## config.mk

```make
export PLATFORM = sky130hd
export DESIGN_NAME = alu_arbiter
export DESIGN_NICKNAME = d
export VERILOG_FILES = /design/src/rtl/alu_arb_pkg.sv /design/src/rtl/alu.sv /design/src/rtl/alu_rr_pick.sv /design/src/rtl/alu_arbiter.sv
export SDC_FILE = /design/constraint.sdc
export NUM_CORES = 1
export LEC_CHECK = 0
export CELL_PAD_IN_SITES_DETAIL_PLACEMENT = 0
export CELL_PAD_IN_SITES_GLOBAL_PLACEMENT = 1
export CORE_ASPECT_RATIO = 1.1
export CORE_MARGIN = 1.5
export CORE_UTILIZATION = 39
export CTS_CLUSTER_SIZE = 20
export DETAILED_ROUTE_END_ITERATION = 10
export PLACE_DENSITY_LB_ADDON = 0.1
export RECOVER_POWER = 100
export SLEW_MARGIN = 30
export SYNTH_ARGS = -nofsm -noshare
export SYNTH_HDL_FRONTEND = slang
export SYNTH_SLANG_ARGS = --single-unit
```

## constraint.sdc

```tcl
create_clock -name clk -period 5.5 [get_ports clk]
set_clock_uncertainty 0.15 [all_clocks]
set_input_delay 1.65 -clock clk [delete_from_list [all_inputs] [get_ports clk]]
set_output_delay 1.65 -clock clk [all_outputs]
set_load 0.01 [all_outputs]
```

## src/rtl/alu_arb_pkg.sv

```systemverilog
// Shared definitions for the alu arbiter slice: FSM state encoding,
// alu function-select opcodes and flag bit positions.
package alu_arb_pkg;

    // Arbiter FSM states; ST_BAD is unreachable and recovers to ST_IDLE.
    typedef enum logic [1:0] {
        ST_IDLE = 2'd0,
        ST_EXEC = 2'd1,
        ST_RESP = 2'd2,
        ST_BAD  = 2'd3
    } arb_state_t;

    // alu function-select opcodes; unlisted codes pass operand A through.
    localparam logic [2:0] FS_ADD = 3'b000;
    localparam logic [2:0] FS_SUB = 3'b001;
    localparam logic [2:0] FS_AND = 3'b010;
    localparam logic [2:0] FS_OR  = 3'b011;
    localparam logic [2:0] FS_XOR = 3'b100;

    // Bit positions inside the {C,V,N,Z} flag vector.
    localparam int FLAG_C = 3;
    localparam int FLAG_V = 2;
    localparam int FLAG_N = 1;
    localparam int FLAG_Z = 0;

endpackage

```

## src/rtl/alu.sv

```systemverilog
// Combinational 4-bit alu shared by the arbiter.
// Ports: a, b (operands), fs (function select) -> y (result), flags {C,V,N,Z}.
// SUB computes a + ~b + 1, so C=1 means "no borrow" (a >= b unsigned).
module alu
    import alu_arb_pkg::*;
#(
    parameter int DATA_W = 4,
    parameter int FS_W   = 3
) (
    input  logic [DATA_W-1:0] a,
    input  logic [DATA_W-1:0] b,
    input  logic [FS_W-1:0]   fs,
    output logic [DATA_W-1:0] y,
    output logic [3:0]        flags
);

    logic [DATA_W:0] wide_s;
    logic            c_s;
    logic            v_s;

    // Result, carry and signed-overflow for the selected function.
    always_comb begin
        wide_s = {(DATA_W+1){1'b0}};
        y      = {DATA_W{1'b0}};
        c_s    = 1'b0;
        v_s    = 1'b0;
        case (fs)
            FS_ADD: begin
                wide_s = {1'b0, a} + {1'b0, b};
                y      = wide_s[DATA_W-1:0];
                c_s    = wide_s[DATA_W];
                v_s    = (a[DATA_W-1] == b[DATA_W-1]) && (y[DATA_W-1] != a[DATA_W-1]);
            end
            FS_SUB: begin
                wide_s = {1'b0, a} + {1'b0, ~b} + {{DATA_W{1'b0}}, 1'b1};
                y      = wide_s[DATA_W-1:0];
                c_s    = wide_s[DATA_W];
                v_s    = (a[DATA_W-1] != b[DATA_W-1]) && (y[DATA_W-1] != a[DATA_W-1]);
            end
            FS_AND:  y = a & b;
            FS_OR:   y = a | b;
            FS_XOR:  y = a ^ b;
            default: y = a;
        endcase
    end

    // Pack the flag vector by named bit position.
    always_comb begin
        flags         = 4'b0000;
        flags[FLAG_C] = c_s;
        flags[FLAG_V] = v_s;
        flags[FLAG_N] = y[DATA_W-1];
        flags[FLAG_Z] = ~|y;
    end

endmodule

```

## src/rtl/alu_rr_pick.sv

```systemverilog
// Round-robin pick between two requesters.
// Ports: valid[1:0] (request vector), ptr (requester favoured on a tie)
//        -> grant[1:0] (one-hot, or zero when nobody requests).
module alu_rr_pick (
    input  logic [1:0] valid,
    input  logic       ptr,
    output logic [1:0] grant
);

    // A lone requester always wins; ptr only breaks a tie.
    always_comb begin
        grant = 2'b00;
        case (valid)
            2'b01:   grant = 2'b01;
            2'b10:   grant = 2'b10;
            2'b11:   grant = ptr ? 2'b10 : 2'b01;
            default: grant = 2'b00;
        endcase
    end

endmodule

```

## src/rtl/alu_arbiter.sv

```systemverilog
// Shares one combinational alu between requesters r0 and r1.
// Ports: clk, rst (async active-high); r0_*/r1_* valid/ready request channels
//        with operands a, b and function select fs; resp_* response channel
//        (valid/ready, id, y, flags {C,V,N,Z}); busy = FSM not idle.
// Each op walks IDLE (grant) -> EXEC (alu evaluates latched operands)
// -> RESP (hold result until consumed).
module alu_arbiter
    import alu_arb_pkg::*;
#(
    parameter int DATA_W    = 4,
    parameter int FS_W      = 3,
    parameter int PRIO_INIT = 0
) (
    input  logic              clk,
    input  logic              rst,
    input  logic              r0_valid,
    output logic              r0_ready,
    input  logic [DATA_W-1:0] r0_a,
    input  logic [DATA_W-1:0] r0_b,
    input  logic [FS_W-1:0]   r0_fs,
    input  logic              r1_valid,
    output logic              r1_ready,
    input  logic [DATA_W-1:0] r1_a,
    input  logic [DATA_W-1:0] r1_b,
    input  logic [FS_W-1:0]   r1_fs,
    output logic              resp_valid,
    input  logic              resp_ready,
    output logic              resp_id,
    output logic [DATA_W-1:0] resp_y,
    output logic [3:0]        resp_flags,
    output logic              busy
);

    arb_state_t        state_r;
    logic              ptr_r;
    logic [DATA_W-1:0] a_r;
    logic [DATA_W-1:0] b_r;
    logic [FS_W-1:0]   fs_r;
    logic              id_r;
    logic [DATA_W-1:0] resp_y_r;
    logic [3:0]        resp_flags_r;

    logic [1:0]        pick_s;
    logic [1:0]        grant_s;
    logic [DATA_W-1:0] sel_a_s;
    logic [DATA_W-1:0] sel_b_s;
    logic [FS_W-1:0]   sel_fs_s;
    logic [DATA_W-1:0] alu_y_s;
    logic [3:0]        alu_flags_s;

    alu_rr_pick u_pick (
        .valid (({r1_valid, r0_valid})),
        .ptr   (ptr_r),
        .grant (pick_s)
    );

    alu #(
        .DATA_W (DATA_W),
        .FS_W   (FS_W)
    ) u_alu (
        .a     (a_r),
        .b     (b_r),
        .fs    (fs_r),
        .y     (alu_y_s),
        .flags (alu_flags_s)
    );

    // Grants exist only while idle; the granted requester's fields feed the operand regs.
    always_comb begin
        grant_s  = 2'b00;
        sel_a_s  = r0_a;
        sel_b_s  = r0_b;
        sel_fs_s = r0_fs;
        if (state_r == ST_IDLE) begin
            grant_s = pick_s;
        end else begin
            grant_s = 2'b00;
        end
        if (grant_s[1]) begin
            sel_a_s  = r1_a;
            sel_b_s  = r1_b;
            sel_fs_s = r1_fs;
        end else begin
            sel_a_s  = r0_a;
            sel_b_s  = r0_b;
            sel_fs_s = r0_fs;
        end
    end

    assign r0_ready   = grant_s[0];
    assign r1_ready   = grant_s[1];
    assign resp_valid = (state_r == ST_RESP);
    assign busy       = (state_r != ST_IDLE);
    assign resp_id    = id_r;
    assign resp_y     = resp_y_r;
    assign resp_flags = resp_flags_r;

    // Arbiter FSM with operand, result and priority registers.
    always_ff @(posedge clk or posedge rst) begin
        if (rst) begin
            state_r      <= ST_IDLE;
            ptr_r        <= 1'(PRIO_INIT);
            a_r          <= {DATA_W{1'b0}};
            b_r          <= {DATA_W{1'b0}};
            fs_r         <= {FS_W{1'b0}};
            id_r         <= 1'b0;
            resp_y_r     <= {DATA_W{1'b0}};
            resp_flags_r <= 4'b0000;
        end else begin
            case (state_r)
                ST_IDLE: begin
                    if (|grant_s) begin
                        a_r     <= sel_a_s;
                        b_r     <= sel_b_s;
                        fs_r    <= sel_fs_s;
                        id_r    <= grant_s[1];
                        state_r <= ST_EXEC;
                    end else begin
                        state_r <= ST_IDLE;
                    end
                end
                ST_EXEC: begin
                    resp_y_r     <= alu_y_s;
                    resp_flags_r <= alu_flags_s;
                    state_r      <= ST_RESP;
                end
                ST_RESP: begin
                    // The other requester gets the next tie.
                    if (resp_ready) begin
                        ptr_r   <= ~id_r;
                        state_r <= ST_IDLE;
                    end else begin
                        state_r <= ST_RESP;
                    end
                end
                default: state_r <= ST_IDLE;
            endcase
        end
    end

endmodule
```

==> results by group, run 1 <==
STA
  – Fin crit period: 4.99 ns
  – Least-Margin Pin Slew: 0.952 ns
  – Final setup margin: roughly 0.5 ns
  – Setup tns final: 0 ns
  – Endpoints failing setup: 0
  – Final Cycle Share: 0.906
  – Fin. Hold Viols: 0
  – Relative slew slack: 0.365
  – Slew Viols, Final: 0
  – RSZ-0062 raised after global routing: false
  – F_max: ~200 MHz

Floorplan
  – Initial Util: 0.403
  – Row cnt: 24
  – Die H: 69.9 microns
  – Full die area: ~4500 sq um
  – Number of top-level pins: 40
  – Chip width: between 60 and 70 microns
  – Floorplan core area: ~4000 sq um

Route
  – WL final: 3520 microns
  – Drt via density: between 5 and 6
  – DR vias: 1,356
  – Drt drc: 0
  – Drt wl/cell: 13.1 microns
  – ANT nets after route: 0
  – DRT iter0 DRCs: 71
  – DR pass1 iterations: 4

Clock network
  – Clk pin slew, worst setup/hold paths: about 0.080 ns
  – CTS sink count: 22
  – CTS tree: built
  – Post-CTS resize count: 0
  – Root Driver: clkbuf_8
  – Bufs on Longest Clock Path: 2
  – TritonCTS buffer count: 3
  – Clk Latency, worst-skew pair: about 0.26 ns
  – Setup Fix Bufs, Post-CTS: 0
  – H-tree levels: 1
  – Hold Buf Count CTS: 0

Critical path
  – Crit start category: input port
  – Max incr delay on CP: ~0.60 ns
  – Crit path cell chain: dlygate4sd3_1, inv_1, o211ai_1, inv_1, dlygate4sd3_1
  – Critical path fanouts, max: 3
  – Kind of critical path: input port to output pin
  – CP Launch Point: r0_valid
  – Worst EP arrival: about 3.2 ns
  – Critical path capture point type: output pin
  – Worst R2R Start: a_r[0]
  – Crit path max-delay cell type: dlygate4sd3_1
  – CP required: roughly 3.7 ns

Synthesis
  – Mean Syn Cell Area: 8.71 sq um
  – Post-Syn Area: around 1600 sq um
  – Syn Nets: 223
  – Synthesis Warnings: 0
  – Synth Register Bits: 22
  – Seq/Total Area, Yosys: 0.347
  – Post-synth EDFFs: 0
  – Synth Flop Type: dfrtp_1
  – Yosys top cell by area: dfrtp_1
  – Number of distinct library cells after synthesis: 38
  – Synth top cells by count: dfrtp_1, nor2_1, inv_1
  – Post-synth ARST share: 1.00
  – Synth area leaders: dfrtp_1, ha_1, mux2i_1
  – Cells after Synth: between 150 and 200
  – Top-area cell type share of the netlist area: 0.347

Global route
  – Total track usage: 0.166
  – Number of global-route vias before repair: around 1.3k
  – Total grt overflow: 0
  – Initial antenna violation count: 0
  – First-pass GRT wire length: approximately 5900 microns
  – Largest net degree at the start of global routing: 24

Placed design
  – Cell total after placement: about 270
  – IO buf count: 39
  – Pre-CTS setup slack: about 0.75 ns
  – Post-DP HPWL: roughly 2700 microns
  – GP Congestion: slightly below 0.8

Final layout
  – Synth-to-layout area growth: 28.6%
  – Layout Cells excl Fill: 269
  – Layout cells sized above 1: 0.0415
  – ANT cells: 0
  – Nets: between 200 and 300

Outcome
  – Status: finished clean

Min path
  – Hold_sp: resp_flags[3]
  – Hold Path Class: register to register

Flow run
  – Max-cap viol count: 0

Pwr
  – Power Density: around 580 nW/um^2
  – Worst VDD drop: between 0.2 and 0.25 mV
  – Overall power: roughly 1200 uW
  – Leak: 0.00101 uW
-- report_power, final --
group,switching [uW],internal (uW)
clock,54.0,97.2
sequential,105,241
combinational,378,303
-- registers in the layout (all words and copies together) (netlist names) --
| register | count |
|---|---|
| b_r | 4 |
| resp_flags | 4 |
| resp_y | 3 |
| resp_id | 1 |
| a_r | 4 |
| state_r | 2 |
| fs_r | 3 |
| ptr_r | 1 |
-- final timing paths --
check,cells past startpoint,end,slack [ns]
worst max-delay path,5,r1_ready,0.51
worst min-delay path,2,resp_flags[3],0.33
worst max register to register,8,resp_flags[0],2.91
worst min register to register,2,resp_flags[3],0.33
max in group asynchronous,2,b_r[1],3.09
min in group asynchronous,2,resp_flags[0],1.73
-- layer usage --
layer / vias to the layer above / track usage / share of wire
met5: - / 0 / 0
met4: 0 / 0.0386 / 0.0068
met3: 2 / 0.0306 / 0.034
met2: 30 / 0.282 / 0.51
met1: 633 / 0.218 / 0.45
li1: 691 / - / -
-- cell type report --
cell class	instances	area, sq um
fill	373	1900
timing repair buffer	41	398
tap	52	65.1
sequential	22	551
multi-input combinational	129	875
inverter	21	78.8
clock inverter	1	30.0
clock buffer	3	41.3
-- cells by family (layout without fill, tap and decap cells) --
| group | after synthesis | count (layout) | share of synthesized area |
|---|---|---|---|
| flops | 22 | 22 | 0.347 |
| buf+inv | 31 | 66 | 0.0900 |
| compound gates | 48 | 48 | 0.201 |
| xor+xnor | 1 | 1 | 0.00553 |
| fa+ha+maj | 14 | 14 | 0.120 |
| simple gates | 52 | 52 | 0.148 |
| mux | 14 | 14 | 0.0884 |
-- worst max-delay path: cells and delay by family --
family / cells / cell delay [ns]
AO/OA/AOI/OAI: 1 / 0.26
buffers and inverters: 4 / 1.28
-- cells in the final DEF (no fill, tap or decap), types with 2 or more instances in the layout --
master and instances:
clkdlybuf4s50_1 23, nor2_1 22, dfrtp_1 22, inv_1 20
a21oi_1 18, dlygate4sd3_1 16, mux2i_1 14, o21ai_0 14
nand2_1 12, ha_1 12, nor3_1 3, nand3_1 3
clkbuf_8 3, a211oi_1 2, nand2b_1 2, and3_1 2
and2_1 2, a2111oi_0 2, fa_1 2, clkbuf_1 2
-- per-stage QoR --
stage          instance area, sq um   util  hold slack [ns]
3_3_place_gp                   1990  0.506            0.312
4_1_cts                        2060  0.524            0.339
5_1_grt                        2040  0.518            0.380
6_report                       2040  0.518            0.326
3_5_place_dp                   1990  0.506            0.319
2_1_floorplan                  1590      -            0.337
No activity file was read; power rests on OpenSTA's default activity.
==> inputs of run 2 (changes only) <==
CTS_CLUSTER_SIZE = 10   (was 20)
PLACE_DENSITY_LB_ADDON = 0.3   (was 0.1)
==> run 2 against run 1 <==
Sequential power hardly changed; clock power hardly changed; count of clock-buffer cells in the layout stayed put; largest cell class unchanged.
==> results by group, run 2 (synthesis results as in run 1) <==
Clock network
  – TritonCTS buffer count: 3 (unchanged)
  – Clk Latency, worst-skew pair: 0.27 ns (was 0.26 ns)
  – Root Driver: clkbuf_8 (unchanged)
  – Hold Buf Count CTS: 0 (unchanged)
  – Setup Fix Bufs, Post-CTS: 0 (unchanged)
  – Clk pin slew, worst setup/hold paths: 0.09 ns (was 0.08 ns)
  – CTS tree: built (unchanged)
  – CTS sink count: 22 (unchanged)
  – Bufs on Longest Clock Path: 2 (unchanged)
  – H-tree levels: 1 (unchanged)
  – Post-CTS resize count: 0 (unchanged)

Route
  – DRT iter0 DRCs: 67 (was 71)
  – DR pass1 iterations: 4 (unchanged)
  – WL final: 3590 microns (was 3520 microns)
  – Drt via density: 5.08 (was 5.04)
  – Drt drc: 0 (unchanged)
  – ANT nets after route: 0 (unchanged)
  – DR vias: 1,367 (was 1,356)
  – Drt wl/cell: 13.3 microns (was 13.1 microns)

Pwr
  – Worst VDD drop: 0.220 mV (was 0.244 mV)
  – Leak: 0.00101 uW (unchanged)
  – Power Density: 583 nW/um^2 (was 578 nW/um^2)

STA
  – Setup tns final: 0 ns (unchanged)
  – Relative slew slack: 0.365 (about the same)
  – Fin. Hold Viols: 0 (unchanged)
  – F_max: 203 MHz (was 201 MHz)
  – Least-Margin Pin Slew: 0.953 ns (was 0.952 ns)
  – RSZ-0062 raised after global routing: false (unchanged)
  – Final Cycle Share: 0.897 (was 0.906)
  – Fin crit period: 4.93 ns (was 4.99 ns)
  – Hold_ws: 0.331 ns (was 0.326 ns)
  – Final setup margin: 0.566 ns (was 0.515 ns)
  – Slew Viols, Final: 0 (unchanged)
  – Endpoints failing setup: 0 (unchanged)

Global route
  – Total track usage: 0.174 (was 0.166)
  – Total grt overflow: 0 (unchanged)
  – Largest net degree at the start of global routing: 24 (unchanged)
  – First-pass GRT wire length: 6150 microns (was 5900 microns)
  – Number of global-route vias before repair: 1,371 (was 1,290)
  – Initial antenna violation count: 0 (unchanged)

Final layout
  – Final core utilization: 0.518 (unchanged)
  – Commonest non-fill, non-tap cell in the layout: clkdlybuf4s50_1 (unchanged)
  – Final Instance Area: 2040 sq um (unchanged)
  – Footprint of the multi-input gates: 875 sq um (unchanged)
  – Most frequent cells in the layout: clkdlybuf4s50_1, nor2_1, dfrtp_1 (unchanged)
  – Register Area: 551 sq um (unchanged)
  – ANT cells: 0 (unchanged)
  – Layout fillers: 393 (was 373)
  – Synth-to-layout area growth: 28.6% (unchanged)
  – Nets: 259 (unchanged)
  – Layout cells sized above 1: 0.0415 (unchanged)

Critical path
  – Critical path capture point type: output pin (unchanged)
  – Crit start category: input port (unchanged)
  – CP Launch Point: r0_valid (unchanged)
  – Worst EP arrival: 3.13 ns (was 3.19 ns)
  – Critical path fanouts, max: 3 (unchanged)
  – CP required: 3.70 ns (about the same)
  – Kind of critical path: input port to output pin (unchanged)
  – R2R cell count: 8 (unchanged)
  – Worst R2R Start: a_r[0] (unchanged)

Floorplan
  – Full die area: 4460 sq um (unchanged)
  – Row cnt: 24 (unchanged)
  – Initial Util: 0.403 (unchanged)
  – Number of top-level pins: 40 (unchanged)
  – Floorplan core area: 3930 sq um (unchanged)
  – Die H: 69.9 microns (unchanged)
  – Chip width: 63.8 microns (unchanged)

Placed design
  – Pre-CTS setup slack: 0.785 ns (was 0.748 ns)
  – GP Congestion: 0.816 (was 0.787)
  – Placed instance area: 1990 sq um (unchanged)
  – IO buf count: 39 (unchanged)
  – Post-DP HPWL: 2810 microns (was 2730 microns)

Min path
  – Hold path depth: 1 (was 2)
  – Hold Path Class: register to register (unchanged)
  – Hold_sp: resp_id (was resp_flags[3])

Flow run
  – Max-cap viol count: 0 (unchanged)

Outcome
  – Status: finished clean (unchanged)
[run 2: report_power, final]
group	switching [uW]	total (uW)	leakage (uW)	internal, uW
Sequential	102	343	0.000259	241
Clock	57.1	154	0.0000357	97.4
Combinational	386	690	0.000712	304
[run 2: worst max-delay path, stage by stage]
cell and delay (ns):
dlygate4sd3_1 0.57, inv_1 0.05, o211ai_1 0.22, inv_1 0.05
dlygate4sd3_1 0.60
[run 2: metal layers]
metal	global-route usage	vias up	wire length, microns
met5	0	-	0
met4	0.0676	0	79
met3	0.0290	8	153
met2	0.309	37	1870
met1	0.206	636	1490
li1	-	686	-
[run 2: final timing paths]
| check | endpoint | slack, ns |
|---|---|---|
| max reg2reg | resp_flags[0] | 3.01 |
| max | r1_ready | 0.57 |
| min in group asynchronous | resp_flags[2] | 1.73 |
| max in group asynchronous | fs_r[0] | 3.09 |
| min reg2reg | ptr_r | 0.33 |
| min | ptr_r | 0.33 |
[run 2: stage by stage]
step	power (uW)	cells
floorplan	849	182
global placement	1040	265
detailed placement	1070	265
CTS	1230	269
global route	1300	269
finish	1190	269
[run 2: area by class of cell]
class | count | area share
repair buffers | 41 | 0.195
clock buffers | 3 | 0.0203
flip-flops and latches | 22 | 0.270
inverters | 21 | 0.0387
multi-input cells | 129 | 0.429
clock inverters | 1 | 0.0147
well taps | 52 | 0.0319
==> edit 1, RTL diff (config.mk and constraints of run 1) <==
`DATA_W` is set to 4 in 2 places; all go to 3.
--- a/src/rtl/alu.sv
+++ b/src/rtl/alu.sv
@@ -5,5 +5,5 @@
     import alu_arb_pkg::*;
 #(
-    parameter int DATA_W = 4,
+    parameter int DATA_W = 3,
     parameter int FS_W   = 3
 ) (
--- a/src/rtl/alu_arbiter.sv
+++ b/src/rtl/alu_arbiter.sv
@@ -8,5 +8,5 @@
     import alu_arb_pkg::*;
 #(
-    parameter int DATA_W    = 4,
+    parameter int DATA_W    = 3,
     parameter int FS_W      = 3,
     parameter int PRIO_INIT = 0
Ports: changed (5 resized); port bits go from 40 to 35. No check against the original RTL was run, so the function may have changed too.
==> edit 1 against run 1 <==
- sequential cell count down 3
- cell area down 19%
- setup slack better by 120 ps
- power down 23%
- hold slack better by 12 ps
- area after synthesis down 17%
- maximum frequency up 2.5%
- combinational power down 21%
- routed wire length down 26%
- register-to-register slack better by 310 ps
- global-route usage down 1.2 points
- via count down 24%
- critical path type unchanged
- critical endpoint is now r0_ready
==> edit 1: results <==
[routing]
first_iter_violations = 13
wl_met3_um = 81
wl_met2_mm = 1.27
wire_per_inst_um = 13.0

[min_path]
hp-class = register to register

[power]
pwr-share-seq_pct = 33.1
power_leakage_nw = 0.805
clkPwrFrac_pct = 8.0
comb-power_uw = 535
peakVddDrop_mv = 0.235
power_switching_uw = 411

[grt]
grt_pass1_wl_mm = 4.54
met2_usage_pct = 25.3
grt_use_met1_pct = 19.8
track_usage_pct = 15.5
grt_max_degree = 20
grt_pass1_vias = 1046
use_met3_pct = 2.43

[worst_setup_path]
cp.arrival_ps = 3060

[cts]
clk_pin_slew_ps = 120
cts-root-buf = clkbuf_4

[timing]
tightestPinTransition_ps = 713

[yosys]
synth.cells.most_frequent = dfrtp_1, inv_1, a21oi_1
yosysSeqAreaShare_pct = 36.2
synthTopCellsByArea = dfrtp_1, mux2i_1, ha_1
ys_types = 37
syn_nets = 170
avgSynthCellArea_um2 = 9.66

[placed_design]
place_ws_ps = 790
numPortBuffers = 34
gp_congestion = 0.753
dpl_cell_area_um2 = 1640

[status]
status = finished clean

[cells_and_area]
drive_gt1_share_pct = 5.42
fin_cells = 200
edit 1: final cells by class:
class	instances	area (um2)
clock inverters	1	5.00
clock buffers	3	22.5
multi-input cells	92	703
flip-flops and latches	19	475
repair buffers	35	344
well taps	34	42.5
inverters	16	60.1
fillers	301	1470
edit 1: cells by family after synthesis:
| kind of cell | count (synthesis) | synth area share (%) |
|---|---|---|
| compound gates | 32 | 17.6 |
| xor+xnor | 4 | 2.67 |
| fa+ha+maj | 11 | 11.6 |
| flops | 19 | 36.2 |
| buf+inv | 25 | 9.33 |
| mux | 14 | 10.9 |
| simple gates | 31 | 11.7 |
edit 1: final timing paths:
check                                    from             to  slack [ps]  cells past startpoint
worst max-delay path                 r1_valid       r0_ready         640                      4
worst min-delay path            resp_flags[0]  resp_flags[0]         340                      2
worst max register to register         a_r[0]  resp_flags[0]        3220                      7
worst min register to register  resp_flags[0]  resp_flags[0]         340                      2
max in group asynchronous                 rst        fs_r[1]        3010                      2
min in group asynchronous                 rst  resp_flags[2]        1730                      2
==> edit 2, RTL diff (flow settings as in run 1) <==
Made on the original files. Reset style: synchronous (`rst`), changed in one clocked block. Comments in the files are not updated.
--- a/src/rtl/alu_arbiter.sv
+++ b/src/rtl/alu_arbiter.sv
@@ -97,5 +97,5 @@
 
     // Arbiter FSM with operand, result and priority registers.
-    always_ff @(posedge clk or posedge rst) begin
+    always_ff @(posedge clk) begin
         if (rst) begin
             state_r      <= ST_IDLE;
Check against the original RTL: differs if rst is asserted again (counterexample within 4 cycles, from zero or initial values and one cycle with rst high); with rst held inactive, the same outputs for 10 cycles.
==> edit 2 against run 1 <==
- register-to-register slack better by 240 ps
- sequential cell count unchanged
- area after synthesis decreased by 3.9%
- routed wire length rose by 3.8%
- setup slack got worse by 120 ps
- maximum frequency decreased by 2.3%
- synthesized cell count increased by 7.1%
- cell area down 2.8%
- critical path type unchanged
- highest routed layer unchanged
Power is not compared: it rests on default switching activity, and its combinational part moved more than twofold at a synthesized area within 25%.
==> edit 2: results <==
[grt]
grt_pass1_wl_mm = 6.03
grt_pass1_vias = 1383
grt_max_degree = 25

[yosys]
ys.flop_type = dfxtp_1
syn_nets = 236
netlist.area_leader.share_pct = 28.9
synth_adder_area_share_pct = 12.5
ys_types = 42
synthTopCellsByArea = dfxtp_1, ha_1, nand2_1
ys_async_sr_fraction_pct = 0
synth_xor_area_share_pct = 0.575
synth_compound_area_share_pct = 20.4
avgSynthCellArea_um2 = 7.82

[routing]
wire_per_inst_um = 13.2
first_iter_violations = 65
vias = 1465
totalWireLength_mm = 3.65

[timing]
tightestPinTransition_ps = 1190

[status]
status = finished clean

[placed_design]
dp_hpwl_mm = 2.88
dp.cells = 273
gp_congestion = 0.805

[worst_setup_path]
cp.arrival_ps = 3300
cp_slowest_cell = clkdlybuf4s50_1

[cells_and_area]
n_fill_cell = 386
drive_gt1_share_pct = 2.64
## edit 2: cell types whose count changed in the layout (fill, tap and decap cells not counted), sizes merged, moves of 5 or more
cell / run 1 / this run
a311oi: 0 / 12
o21ai: 15 / 4
nand2: 12 / 30
dfrtp: 22 / 0
mux2i: 14 / 2
a21oi: 18 / 9
nor2b: 1 / 6
dfxtp: 0 / 22
## edit 2: final timing paths
| path | from | endpoint | slack [ps] | depth (start not counted) |
|---|---|---|---|---|
| min | resp_flags[2] | resp_flags[2] | 300 | 2 |
| min reg2reg | resp_flags[2] | resp_flags[2] | 300 | 2 |
| max reg2reg | a_r[1] | resp_flags[2] | 3150 | 7 |
| max | r0_valid | r1_ready | 400 | 5 |
## edit 2: final cells by class
type	count	area (um2)	share of cell area, %
Multi-Input combinational cell	145	965	48.7
Sequential cell	22	440	22.2
Timing Repair Buffer	40	398	20.1
Tap cell	50	62.6	3.16
Inverter	16	60.1	3.03
Clock buffer	4	55.1	2.78
## edit 2: report_power, final
group	internal [mW]	switching (mW)
clock network	0.0638	0.0504
registers	0.177	0.0239
logic	0.0918	0.0955
total	0.332	0.170
## edit 2: cells by family after synthesis
group | count (synthesis)
xor+xnor | 1
simple gates | 85
compound gates | 41
flops | 22
mux | 4
fa+ha+maj | 14
buf+inv | 28
## edit 2: metal layers
layer,vias to the layer above,track usage (%),part of all wire [%]
li1,736,-,-
met1,673,22.2,43
met2,50,30.9,50
met3,6,2.44,5.1
met4,0,7.50,1.3
met5,-,0,0
## edit 2: through the flow
step	util (%)	hold WS [ps]	area, um2	power (mW)
6_report	53.8	304	1980	0.502
5_1_grt	53.8	324	1980	0.537
3_3_place_gp	52.5	298	1930	0.387
4_1_cts	54.0	315	1990	0.510
3_5_place_dp	52.5	304	1940	0.396
2_1_floorplan	-	318	1520	0.327
